$ cat src/rtl/seq_phase_sequencer.sv
// Phase-strobe cycle controller and architectural PC owner for the Y86-64 sequential core.
// Optional single-step pause after each instruction: define SEQ_PHASE_SEQUENCER_STEP_EN.
module seq_phase_sequencer #(
  parameter logic [63:0] RESET_PC    = 64'd1,
  parameter int unsigned PHASE_TICKS = 1,
  parameter int unsigned CNT_W       = 32
) (
  input  logic             clk,
  input  logic             rst_n,
  input  logic             start,
  input  logic             halt,
  input  logic             imem_error,
  input  logic             dmem_error,
  input  logic [63:0]      updated_pc,
  output logic             flag_1,
  output logic             flag_2,
  output logic             flag_3,
  output logic             pc_clk,
  output logic [63:0]      pc,
  output logic [2:0]       stat,
  output logic             running,
  output logic [CNT_W-1:0] instr_count
`ifdef SEQ_PHASE_SEQUENCER_STEP_EN
  ,
  input  logic             step
`endif
);

  localparam int TICK_W = (PHASE_TICKS > 1) ? $clog2(PHASE_TICKS) : 1;
  localparam logic [TICK_W-1:0] LAST_TICK = TICK_W'(PHASE_TICKS - 1);

  localparam logic [2:0] STAT_AOK = 3'd1;
  localparam logic [2:0] STAT_HLT = 3'd2;
  localparam logic [2:0] STAT_ADR = 3'd3;

  typedef enum logic [3:0] {
    S_IDLE,
    S_F_HI,
    S_F_LO,
    S_E_HI,
    S_P_LO,
    S_E_LO,
    S_W_HI,
    S_W_LO,
    S_P_HI,
    S_LATCH,
    S_DONE
`ifdef SEQ_PHASE_SEQUENCER_STEP_EN
    ,
    S_PAUSE
`endif
  } state_t;

  state_t             state_q, state_d;
  logic [TICK_W-1:0]  tick_q, tick_d;
  logic [2:0]         stat_q, stat_d;
  logic               last_tick;
  logic               flag_1_q, flag_2_q, flag_3_q, pc_clk_q, running_q;
  logic [63:0]        pc_q;
  logic [CNT_W-1:0]   instr_count_q;

  always_comb begin
    state_d   = state_q;
    stat_d    = stat_q;
    last_tick = (tick_q == LAST_TICK);
    case (state_q)
      S_IDLE: if (start) state_d = S_F_HI;
      S_F_HI: if (last_tick) state_d = S_F_LO;
      S_F_LO: begin
        if (last_tick) begin
          if (imem_error) begin
            state_d = S_DONE;
            stat_d  = STAT_ADR;
          end else if (halt) begin
            state_d = S_DONE;
            stat_d  = STAT_HLT;
          end else begin
            state_d = S_E_HI;
          end
        end
      end
      S_E_HI: if (last_tick) state_d = S_P_LO;
      S_P_LO: if (last_tick) state_d = S_E_LO;
      S_E_LO: begin
        if (last_tick) begin
          if (dmem_error) begin
            state_d = S_DONE;
            stat_d  = STAT_ADR;
          end else begin
            state_d = S_W_HI;
          end
        end
      end
      S_W_HI: if (last_tick) state_d = S_W_LO;
      S_W_LO: if (last_tick) state_d = S_P_HI;
      S_P_HI: if (last_tick) state_d = S_LATCH;
`ifdef SEQ_PHASE_SEQUENCER_STEP_EN
      S_LATCH: state_d = S_PAUSE;
      S_PAUSE: if (step) state_d = S_F_HI;
`else
      S_LATCH: state_d = S_F_HI;
`endif
      S_DONE:  state_d = S_DONE;
      default: state_d = S_IDLE;
    endcase
    // Restart the tick count on every state change; LATCH always leaves after one cycle.
    tick_d = (state_d == state_q && !last_tick) ? tick_q + 1'b1 : '0;
  end

  always_ff @(posedge clk or negedge rst_n) begin
    if (!rst_n) begin
      state_q       <= S_IDLE;
      tick_q        <= '0;
      stat_q        <= STAT_AOK;
      flag_1_q      <= 1'b0;
      flag_2_q      <= 1'b0;
      flag_3_q      <= 1'b0;
      pc_clk_q      <= 1'b1;
      running_q     <= 1'b0;
      pc_q          <= RESET_PC;
      instr_count_q <= '0;
    end else begin
      state_q   <= state_d;
      tick_q    <= tick_d;
      stat_q    <= stat_d;
      // Strobes are decoded from the next state so they align with the state register.
      flag_1_q  <= (state_d == S_F_HI);
      flag_2_q  <= (state_d == S_E_HI) || (state_d == S_P_LO);
      flag_3_q  <= (state_d == S_W_HI);
      pc_clk_q  <= !((state_d == S_P_LO) || (state_d == S_E_LO) ||
                     (state_d == S_W_HI) || (state_d == S_W_LO));
      running_q <= (state_d != S_IDLE) && (state_d != S_DONE);
      if (state_q == S_LATCH) begin
        pc_q          <= updated_pc;
        instr_count_q <= instr_count_q + 1'b1;
      end
    end
  end

  assign flag_1      = flag_1_q;
  assign flag_2      = flag_2_q;
  assign flag_3      = flag_3_q;
  assign pc_clk      = pc_clk_q;
  assign running     = running_q;
  assign pc          = pc_q;
  assign stat        = stat_q;
  assign instr_count = instr_count_q;

endmodule

$ cat config.mk
export PLATFORM = sky130hd
export DESIGN_NAME = seq_phase_sequencer
export DESIGN_NICKNAME = d
export VERILOG_FILES = /design/src/rtl/seq_phase_sequencer.sv
export SDC_FILE = /design/constraint.sdc
export NUM_CORES = 1
export LEC_CHECK = 0
export BUFFER_PORTS_ARGS = -buffer_cell sky130_fd_sc_hd__buf_2
export CAP_MARGIN = 10
export CORE_MARGIN = 8
export CORE_UTILIZATION = 48
export DETAILED_ROUTE_END_ITERATION = 6
export PLACE_DENSITY = 0.87
export SETUP_SLACK_MARGIN = 0.2
export SYNTH_ARGS = -nofsm -noshare
export SYNTH_HDL_FRONTEND = slang
export SYNTH_SLANG_ARGS = --single-unit
$ cat constraint.sdc
create_clock -name clk -period 3 [get_ports clk]
set_clock_uncertainty 0.05 [all_clocks]
set_input_delay 0.6 -clock clk [delete_from_list [all_inputs] [get_ports clk]]
set_output_delay 0.6 -clock clk [all_outputs]
set_load 0.03 [all_outputs]
==> flow_summary.toml <==
[status]
status = "complete, no violations"

[sta]
rsz0062_at_grt = "false"
worstMarginPinSlew_ps = 729
relSlewSlack_pct = 51.0
finalCritPeriodShare_pct = 76.3
setup_tns_ps = 0
slew_violations = 0
timing.final.hold_violations = 0
max_freq_mhz = 437
timing.final.ws_setup_ps = 710
setup_viol = 0
min_period_ps = 2290

[floorplanning]
die_w_um = 112
rows = 35
ioPinCount = 174
coreArea_um2 = 9060
dieArea_um2 = 12500
fp.dieH_um = 112
initial_core_util_pct = 48.5

[worst_setup_path]
required_ps = 3200
path_class = "reg2reg"
worst_setup_path_start_kind = "flip-flop"
critPathMaxStageDelay_ps = 570
cp.arrival_ps = 2490
crit_buf_inv = 0
slowest_stage = "or4_4"
crit_chain = "or3b_4 -> or4_4 -> nor4_4 -> nand3_1 -> xnor2_1"
cp_top_family = "simple AND/OR/NAND/NOR gates"
worst-path-max-fanout = 12
end_kind = "flip-flop"

[global_route]
grt_util_met1_pct = 18.1
overflow = 0
grt_use_total_pct = 17.1
grt_pass1_vias = 3505
busiest_layer = "met2"
grt_max_degree = 69
grt_pass1_wl_mm = 17.4
use_met2_pct = 30.0
met3_usage_pct = 7.31
antenna_found_initial = 0

[synth]
yosys_warnings = 0
synth_cell_types = 43
ys_ff_latch = 108
synth-async-reset-ratio_pct = 100
ys_seq_area_share_pct = 61.6
synthFlopType = "dfrtp_1"
synth_area_per_cell_um2 = 13.7
synthCells = 322
synth.cell_area_um2 = 4400
synth_edf_count = 0

[pwr]
p_per_area_nw_per_um2 = 993
ir_worst_vdd_uv = 657
p_leak_nw = 2.81
finalPower_mw = 5.51

[clock_tree]
numCtsBuffers = 9
cts_setup_buffers = 0
clockBufferDepth = 2
h-tree-depth = 3
clock-sinks = 108
postCtsResizedCells = 0
clk_pin_slew_ps = 100
cts_tree = "yes"
clk-insertion-delay-late_ps = 350
ctsHoldBuffers = 0
root_buffer = "clkbuf_8"

[layout]
post-route-cell-area_um2 = 5550
fill_cells = 750
fin_cells = 611
final_common_cell = "buf_2"
syn_to_final_growth_pct = 26.2
fin_nets = 567
antenna_cells = 0
drive_above_1_share_pct = 52.6
layout_common_cells = "171 x buf_2, 105 x dfrtp_1, 66 x mux2_2"

[routing]
drt-initial-drc-count = 88
drc_errors = 0
dr.pass1.iters = 5
ant_nets = 0
drt-vias-per-instance = 5.22
wl_per_cell_um = 17.1
vias = 3192
wirelength_mm = 10.5

[worst_hold_path]
hp-class = "in2async"

[job]
drv_cap = 0

[placed_design]
gp_congestion = 0.802
numPortBuffers = 172
hpwlAfterDp_mm = 8.11
pre_cts_slack_ps = 694
dpl-instance-area_um2 = 5390
dpl.cell_count = 596
## per-stage QoR
| step | hold WS (ps) | util (%) |
|---|---|---|
| after floorplan | 254 | - |
| after CTS | 11.1 | 61.2 |
| after global placement | 404 | 59.5 |
| final | 23.5 | 61.2 |
| after global routing | 15.5 | 61.2 |
| after detailed placement | 406 | 59.5 |
## Yosys cell counts, types with 2 or more instances
| library cell | count | area share (%) |
|---|---|---|
| a211oi_1 | 2 | 0.34 |
| and2_1 | 3 | 0.43 |
| and3_1 | 8 | 1.1 |
| buf_2 | 3 | 0.34 |
| clkbuf_1 | 8 | 0.68 |
| dfrtp_1 | 105 | 60 |
| dfstp_2 | 3 | 1.8 |
| inv_1 | 5 | 0.43 |
| mux2_2 | 66 | 17 |
| nand2_1 | 11 | 0.94 |
| nand2b_1 | 5 | 0.71 |
| nand3_1 | 22 | 2.5 |
| nand4_1 | 4 | 0.57 |
| nor2_1 | 9 | 0.77 |
| nor2b_1 | 2 | 0.28 |
| nor3_1 | 5 | 0.57 |
| nor4_1 | 2 | 0.28 |
| o21ai_0 | 4 | 0.46 |
| o21bai_1 | 2 | 0.34 |
| xnor2_1 | 21 | 4.2 |
| xor2_1 | 10 | 2.0 |
## registers in the layout, indices dropped and copies added (netlist names)
register and flops:
flag_1 1, flag_2 1, flag_3 1, instr_count 32, pc 64, pc_clk 1, running 1, stat 2
state_q 4, tick_q 1
## cell type report
cell class	count	area (um2)	area share (%)
inverter	5	18.8	0.338
tap	111	139	2.50
clock inverter	4	27.5	0.496
sequential	108	2710	48.8
clock buffer	11	131	2.37
multi-input combinational	197	1620	29.1
timing repair buffer	175	911	16.4
## logic make-up after synthesis
kind of cell	synth area share, %
muxes	16.9
other	0.0853
adders and majority gates	0.285
DFF	61.6
xor gates and xnor gates	6.18
and+or+nand+nor	10.7
buffers and inverters	1.88
AOI/OAI and AO/OA	2.39
## path summary, 6_finish.rpt
path	startpoint	end	slack [ps]	depth (start not counted)
hold reg to reg	instr_count[31]	instr_count[31]	420	1
setup / recovery	state_q[3]	instr_count[25]	710	5
hold / removal	rst_n	instr_count[29]	20	1
setup reg to reg	state_q[3]	instr_count[25]	710	5
max in group asynchronous	rst_n	stat[0]	2150	2
min in group clk	instr_count[31]	instr_count[31]	420	1
## layer usage
metal	part of all wire (%)	wire length [um]	vias to the layer above
met5	0	0	-
li1	-	-	1469
met3	9.2	959	22
met1	37	3890	1574
met2	52	5410	127
met4	2.1	218	0
## report_power, final
group | total (mW) | switching (mW) | leakage [nW] | internal [mW]
Clock | 0.767 | 0.469 | 0.0714 | 0.298
Sequential | 2.29 | 0.316 | 1.37 | 1.97
Combinational | 2.46 | 1.58 | 1.37 | 0.882
(Power assumes the default switching activity.)
